$ cat config.mk
export PLATFORM = sky130hd
export DESIGN_NAME = traffic_phase_scheduler
export DESIGN_NICKNAME = d
export VERILOG_FILES = /design/src/rtl/traffic_phase_scheduler.sv
export SDC_FILE = /design/constraint.sdc
export NUM_CORES = 1
export LEC_CHECK = 0
export CAP_MARGIN = 20
export CORE_UTILIZATION = 55
export DETAILED_ROUTE_END_ITERATION = 8
export GPL_TIMING_DRIVEN = 1
export PLACE_DENSITY = 0.82
export SYNTH_ARGS = -nofsm -noshare
export SYNTH_HDL_FRONTEND = slang
export SYNTH_SLANG_ARGS = --single-unit
$ cat constraint.sdc
create_clock -name clk -period 4 [get_ports clk]
set_clock_uncertainty 0.1 [all_clocks]
set_input_delay 0.8 -clock clk [delete_from_list [all_inputs] [get_ports clk]]
set_output_delay 0.8 -clock clk [all_outputs]
set_load 0.05 [all_outputs]
$ cat src/rtl/traffic_phase_scheduler.sv
// ---------------------------------------------------------------------------
// traffic_phase_scheduler
//
// Demand-driven phase controller for a two-street intersection. Replaces a
// fixed green/yellow/red counter with configurable phase durations. Side-street
// demand is latched. The controller rests on green while nobody on the other
// street is waiting. Every green-to-green change passes through yellow and an
// all-red clearance. An emergency request can pull the green toward a chosen
// street.
//
// Parameters
//   TICK_DIV  clk cycles per timing tick (1 allowed for fast simulation)
//   MIN_G     minimum green duration in ticks (1..255)
//   Y_TIME    yellow duration in ticks (1..255)
//   AR_TIME   all-red clearance duration in ticks (1..255)
//
// Ports
//   clk         system clock, everything on the rising edge
//   rst         synchronous active-high reset
//   req_a       demand for street A green (pulse or held)
//   req_b       demand for street B green (pulse or held)
//   emg         emergency preemption request, level-sensitive
//   emg_dir     preemption target: 0 = street A, 1 = street B
//   street_a    light code {red,yellow,green} for street A
//   street_b    light code {red,yellow,green} for street B
//   phase       current state encoding (AG=0 AY=1 AR1=2 BG=3 BY=4 AR2=5)
//   dem_a       latched demand for street A
//   dem_b       latched demand for street B
//   emg_active  high while the current green is held by preemption
// ---------------------------------------------------------------------------
module traffic_phase_scheduler #(
    parameter int TICK_DIV = 1000,
    parameter int MIN_G    = 10,
    parameter int Y_TIME   = 3,
    parameter int AR_TIME  = 2
) (
    input  logic       clk,
    input  logic       rst,
    input  logic       req_a,
    input  logic       req_b,
    input  logic       emg,
    input  logic       emg_dir,
    output logic [2:0] street_a,
    output logic [2:0] street_b,
    output logic [2:0] phase,
    output logic       dem_a,
    output logic       dem_b,
    output logic       emg_active
);

    localparam int PW = (TICK_DIV > 1) ? $clog2(TICK_DIV) : 1;
    localparam logic [PW-1:0] PRESC_LAST = PW'(TICK_DIV - 1);
    localparam logic [7:0]    MIN_G_T    = 8'(MIN_G);
    localparam logic [7:0]    Y_LAST     = 8'(Y_TIME - 1);
    localparam logic [7:0]    AR_LAST    = 8'(AR_TIME - 1);

    localparam logic [2:0] LIGHT_RED    = 3'b100;
    localparam logic [2:0] LIGHT_YELLOW = 3'b010;
    localparam logic [2:0] LIGHT_GREEN  = 3'b001;

    typedef enum logic [2:0] {
        AG  = 3'd0,
        AY  = 3'd1,
        AR1 = 3'd2,
        BG  = 3'd3,
        BY  = 3'd4,
        AR2 = 3'd5
    } phaseT;

    phaseT           phaseState_q, phaseState_d;
    logic [PW-1:0]   presc_q, presc_d;
    logic [7:0]      timer_q, timer_d;
    logic            demA_q, demA_d;
    logic            demB_q, demB_d;

    logic            tick;
    logic            yExpire;
    logic            arExpire;
    logic            stateChange;

    // A tick fires on the last prescaler count. An interval of D ticks
    // expires on the tick seen while the elapsed count is still D-1.
    always_comb begin
        tick     = (presc_q == PRESC_LAST);
        yExpire  = tick && (timer_q == Y_LAST);
        arExpire = tick && (timer_q == AR_LAST);
    end

    // Next-state logic. Yellow and all-red always run their full length,
    // even under preemption. Greens either jump straight to yellow for an
    // opposing emergency, hold for a same-street emergency, or leave once
    // the minimum green has elapsed and the other street has latched demand.
    // The green checks run on every cycle, not only on tick cycles.
    always_comb begin
        phaseState_d = phaseState_q;
        case (phaseState_q)
            AG: begin
                if (emg) begin
                    if (emg_dir) begin
                        phaseState_d = AY;
                    end
                end else if ((timer_q >= MIN_G_T) && demB_q) begin
                    phaseState_d = AY;
                end
            end
            AY: begin
                if (yExpire) begin
                    phaseState_d = AR1;
                end
            end
            AR1: begin
                if (arExpire) begin
                    phaseState_d = (emg && !emg_dir) ? AG : BG;
                end
            end
            BG: begin
                if (emg) begin
                    if (!emg_dir) begin
                        phaseState_d = BY;
                    end
                end else if ((timer_q >= MIN_G_T) && demA_q) begin
                    phaseState_d = BY;
                end
            end
            BY: begin
                if (yExpire) begin
                    phaseState_d = AR2;
                end
            end
            AR2: begin
                if (arExpire) begin
                    phaseState_d = (emg && emg_dir) ? BG : AG;
                end
            end
            default: begin
                phaseState_d = AR2;
            end
        endcase
    end

    // Phase timing. The prescaler and the elapsed-tick timer restart on
    // every state change, so each phase of N ticks lasts exactly
    // N*TICK_DIV cycles. The timer saturates so that an indefinite rest
    // on green cannot wrap back below the minimum green.
    always_comb begin
        stateChange = (phaseState_d != phaseState_q);
        presc_d     = presc_q;
        timer_d     = timer_q;
        if (stateChange) begin
            presc_d = '0;
            timer_d = 8'd0;
        end else begin
            presc_d = tick ? '0 : presc_q + 1'b1;
            if (tick && (timer_q != 8'hFF)) begin
                timer_d = timer_q + 8'd1;
            end
        end
    end

    // Demand latches. Entering a street's green clears its demand, and the
    // clear takes priority over a request on the same edge. A request made
    // while that street already has the green is not latched.
    always_comb begin
        demA_d = demA_q;
        demB_d = demB_q;
        if ((phaseState_d == AG) && (phaseState_q != AG)) begin
            demA_d = 1'b0;
        end else if (req_a && (phaseState_q != AG)) begin
            demA_d = 1'b1;
        end
        if ((phaseState_d == BG) && (phaseState_q != BG)) begin
            demB_d = 1'b0;
        end else if (req_b && (phaseState_q != BG)) begin
            demB_d = 1'b1;
        end
    end

    // State registers. Reset lands in the second all-red so that the first
    // green after reset goes to street A after one clearance interval. A
    // reset in mid-yellow abandons that yellow.
    always_ff @(posedge clk) begin
        if (rst) begin
            phaseState_q <= AR2;
            presc_q      <= '0;
            timer_q      <= 8'd0;
            demA_q       <= 1'b0;
            demB_q       <= 1'b0;
        end else begin
            phaseState_q <= phaseState_d;
            presc_q      <= presc_d;
            timer_q      <= timer_d;
            demA_q       <= demA_d;
            demB_q       <= demB_d;
        end
    end

    // Light outputs are decoded from the state register alone, so the two
    // streets can never both be non-red. The preemption flag also looks at
    // the live emergency inputs, because a held green depends on them.
    always_comb begin
        street_a   = LIGHT_RED;
        street_b   = LIGHT_RED;
        case (phaseState_q)
            AG:      street_a = LIGHT_GREEN;
            AY:      street_a = LIGHT_YELLOW;
            BG:      street_b = LIGHT_GREEN;
            BY:      street_b = LIGHT_YELLOW;
            default: begin
                street_a = LIGHT_RED;
                street_b = LIGHT_RED;
            end
        endcase
        phase      = phaseState_q;
        dem_a      = demA_q;
        dem_b      = demB_q;
        emg_active = ((phaseState_q == AG) && emg && !emg_dir)
                  || ((phaseState_q == BG) && emg && emg_dir);
    end

endmodule
# Word level (Yosys, flattened, before mapping)

Index checks and enable logic that the tools add are counted.

Register bits after elaboration: 23
Input port bits: 6
Output and inout bits: 12

Add/subtract/negate cells: 2
$lt $le $gt $ge: 1
Eq/ne operators: 12
Multiplexer cells: 15
Reductions and logical operators: 24

Operators by type and width:

| cell                                                                  | number |
|---|---|
| 3-bit two-way mux                                                     | 10 |
| 3-bit one-hot mux with 6 select lines                                 | 1 |
| 1-bit logical AND                                                     | 15 |
| 3-bit one-hot mux with 2 select lines                                 | 2 |
| 10-bit by 1-bit adder with 10-bit output, second input constant       | 1 |
| 10-bit equality test, second input constant                           | 1 |
| 3-bit by 2-bit equality test with 1-bit output, second input constant | 3 |
| 8-bit by 1-bit adder with 8-bit output, second input constant         | 1 |
| 8-bit by 1-bit equality test with 1-bit output, second input constant | 1 |
| 8-bit by 2-bit equality test with 1-bit output, second input constant | 1 |
| 8-bit by 4-bit >= comparator with 1-bit output, second input constant | 1 |
| 8-bit != test, second input constant                                  | 1 |
| 3-bit equality test, second input constant                            | 2 |
| 3-bit logical NOT                                                     | 2 |
| 2-bit OR reduction                                                    | 3 |
| 2-bit two-way mux                                                     | 2 |
| 3-bit by 1-bit equality test with 1-bit output, second input constant | 1 |
| 3-bit by 2-bit != test with 1-bit output, second input constant       | 1 |
| 3-bit != test                                                         | 1 |
| 3-bit nonzero test                                                    | 1 |
| 3-bit OR reduction                                                    | 1 |
| 1-bit logical NOT                                                     | 1 |
| 1-bit logical OR                                                      | 1 |

# Longest topological paths before layout

Word-level depth: 8
Depth in mapped cells: 9
Depth with buffers taken out: 8

# Worst setup path after synthesis

Ideal clock, no wire load.

Path type: register to output
Start: reg phaseState_q[1] (netlist: phase[1])
End: out emg_active
Arrival: 2.727 ns
Setup slack: 0.373 ns
Cell stages (with the launch flop): 6
Buffers on the path: 1
Cells stage by stage: dfxtp_1 clkbuf_1 nand2_1 nor2_1 a21oi_1 nor2b_1

Cells in the longest elaborated chain, start to end: 4

RTL lines:

| element                                                                                    | line     | text |
|---|---|---|
| start, declared                                                                            | 70       | `phaseT phaseState_q, phaseState_d;` |
| start signal, assigned                                                                     | 189      | `phaseState_q <= phaseState_d;` |
| 3-bit by 2-bit equality test with 1-bit output / 3-bit logical NOT (equally long branches) | 217, 216 |  |
| 1-bit logical AND, on equally long branches (2 in series)                                  | 217, 216 |  |
| 1-bit logical OR (*)                                                                       | 217      | `\|\| ((phaseState_q == BG) && emg && emg_dir);` |
| end, declared                                                                              | 48       | `output logic emg_active` |

Every way passes the cells marked *; elsewhere a longest branch is shown, timed or not.

# Worst setup path after layout

Start: reg phaseState_q[0] (netlist: phase[0])
End: out emg_active

The elaborated chain is that of the path after synthesis.

==> results.toml <==
[status]
status = "complete, no violations"

[sta]
slew_viol_final = 0
fmax_mhz = 290
tightest_slew_ns = 0.627
hold_slack_ns = 0.496
hold_violations = 0
finalSetupViolCount = 0
period_minus_slack_ns = 3.44
max-slew-margin-rel_pct = 58.1
post-route-period-util_pct = 86.1
rsz0062_at_grt = "no"
tns_ns = 0

[floorplanning]
die_h_um = 55.7
die_x_um = 55.7
initial_utilization_pct = 58.0
io_pins = 18
core_sq_um = 2730
dieArea_sq_um = 3100
row_count = 19

[flow_run]
maxCapViolations = 0

[cells_and_area]
final_util_pct = 64.9
drive_gt1_share_pct = 10.2
final_common_cell = "dfxtp_1"
instances_no_fill = 228
fillers = 226
syn_to_final_growth_pct = 11.8
layout_common_cells = "23 x dfxtp_1, 17 x clkdlybuf4s50_1, 16 x nor2_1"
diodes = 0
fin_nets = 208

[global_route]
grt_pass1_vias = 1440
use_met2_pct = 42.2
overflow = 0
grt_pass1_wl_um = 6190
met3_usage_pct = 3.26
grt_max_degree = 19
busiest_layer = "met2"
antenna_found_initial = 0
grt.total_usage_pct = 24.3
grt_util_met1_pct = 29.4

[worst_setup_path]
crit_family = "buffers and inverters"
slowest_delay_ns = 0.80
r2r-start = "presc_q[0]"
reg2reg_setup_slack_ns = 1.13
path_cells = "nand2_1, nor2_1, a21oi_1, nor2b_1, clkdlybuf4s50_1"
cp-start-kind = "flop"
setup.worst_path.class = "flop to output port"
worstRegToRegCells = 7
cpMaxStageDelayCell = "clkdlybuf4s50_1"
end_kind = "output port"
cp_max_fo = 18
regToRegEndpoint = "presc_q[0]"
worstPathArrival_ns = 2.54
worst_ep_required_time_ns = 3.10
critPathBufInv = 1

[power]
p_leak_uw = 0.000578
irDropWorstVdd_uv = 172
pwr-share-clk_pct = 28.5
sw_frac_of_total_pct = 25.3
power.internal_uw = 290
switchingPower_uw = 98.1
comb_power_share_pct = 9.5
seq_power_share_pct = 62.0
power.density_nw_per_um2 = 219

[logic_synthesis]
synth-xor-area-share_pct = 7.73
synth-adder-area-share_pct = 3.15
synth-edff-count = 0
ys_warn_count = 0
synthMuxAreaShare_pct = 0.631
synth_cell_types = 52
synth_cells = 186
synth-simple-area-share_pct = 32.1
synth_nets = 196
synth_compound_area_share_pct = 22.5
synth-seq-area-share_pct = 29.0
synth-seq-cells = 23
synth_top_family_by_area = "simple AND/OR/NAND/NOR gates"
ys_async_sr_fraction_pct = 0
synthFlopType = "dfxtp_1"
netlist_area_sq_um = 1590
avgSynthCellArea_sq_um = 8.53

[clock_tree]
cts_resized = 0
h-tree-depth = 1
cts_tree = "done"
insertion_delay_ns = 0.32
cts_buffers = 3
cts_setup_buffers = 0
root_buffer = "clkbuf_4"
cts.sinks = 23
clk_path_buf_depth = 2
cts_hold_buffers = 0
clk_pin_slew_worst_paths_ns = 0.12

[detailed_routing]
wl_per_cell_um = 15.4
drc = 0
totalWireLength_um = 3520
antenna_left = 0
drt_iter0_drc = 62
vias = 1466
vias_per_cell = 6.43
dr.pass1.iters = 4

[min_path]
min_to = "presc_q[0]"
holdCritStartpoint = "presc_q[0]"
hold_path.class = "flop to flop"
whs_path_depth = 2

[place]
portBuffers = 17
dp.cells = 224
place_congestion = 0.913
detailed_place_hpwl_um = 2530
through the flow:
stage / area (sq um) / setup WS [ns] / power, uW
after floorplan: 1590 / 0.373 / 269
after global placement: 1750 / 0.795 / 281
after detailed placement: 1750 / 0.753 / 283
after CTS: 1770 / 0.554 / 390
after global routing: 1770 / 0.366 / 401
final: 1770 / 0.555 / 388
registers in the layout (all words and copies together), names as in the netlist:
name and flops:
presc_q 10, timer_q 8, phase 3, dem_a 1, dem_b 1
worst max-delay path by stage:
stage	startpoint	endpoint	slack, ns	cells past startpoint
global route	phase[0]	emg_active	0.37	5
global placement	emg_dir	emg_active	0.79	5
detailed placement	emg_dir	emg_active	0.75	5
CTS	phase[0]	emg_active	0.55	5
floorplan	phase[1]	emg_active	0.37	5
finish	phase[0]	emg_active	0.56	5
per-layer routing:
metal / routed length (um) / part of all wire, % / vias to the layer above
met5: 0 / 0 / -
met4: 73 / 2.1 / 0
met3: 144 / 4.1 / 10
met2: 1680 / 48 / 41
met1: 1620 / 46 / 697
li1: - / - / 718
logic make-up after synthesis:
group | after synthesis
mux | 1
buf+inv | 17
flops | 23
simple gates | 83
compound gates | 44
xor+xnor | 14
fa+ha+maj | 4
worst reg2reg max path: cells and delay by family (launching register included):
kind | cells | cell delay (ns)
compound gates | 3 | 0.96
fa+ha+maj | 1 | 0.26
flops | 1 | 0.39
simple gates | 3 | 1.04
Yosys cell counts, types with 3 or more instances:
cell type  count  share of area [%]
a21oi_1        5                1.6
nor4_4         3                4.0
nand4_1       13                5.1
o21ai_0        4                1.3
nand2b_1       4                1.6
dfxtp_1       23                 29
nor3_1         3               0.95
a211oi_2       3                2.4
xor2_1         8                4.4
a211oi_1       8                3.8
o21ai_1        7                2.2
and2_1         3                1.2
inv_1          5                1.2
nand2_1       11                2.6
clkbuf_1       6                1.4
nor2_1        16                3.8
xnor2_1        6                3.3
a311oi_1       3                1.7
ha_1           4                3.2
nand3_1       11                3.5
power groups by stage:
stage / sequential [uW] / combinational (uW) / clock, uW
4_1_cts: 240 / 37.1 / 112
3_5_place_dp: 245 / 37.1 / 0
6_report: 241 / 37.1 / 111
5_1_grt: 241 / 40.1 / 120
2_1_floorplan: 249 / 20.2 / 0
3_3_place_gp: 245 / 35.7 / 0
cell type report:
| class | count | area (sq um) | share of cell area (%) |
|---|---|---|---|
| well taps | 31 | 38.8 | 2.19 |
| clock buffers | 4 | 26.3 | 1.48 |
| inverters | 6 | 22.5 | 1.27 |
| repair buffers | 18 | 178 | 10.0 |
| flip-flops and latches | 23 | 460 | 26.0 |
| multi-input cells | 146 | 1050 | 59.1 |
Power figures use the tool's default switching activity.
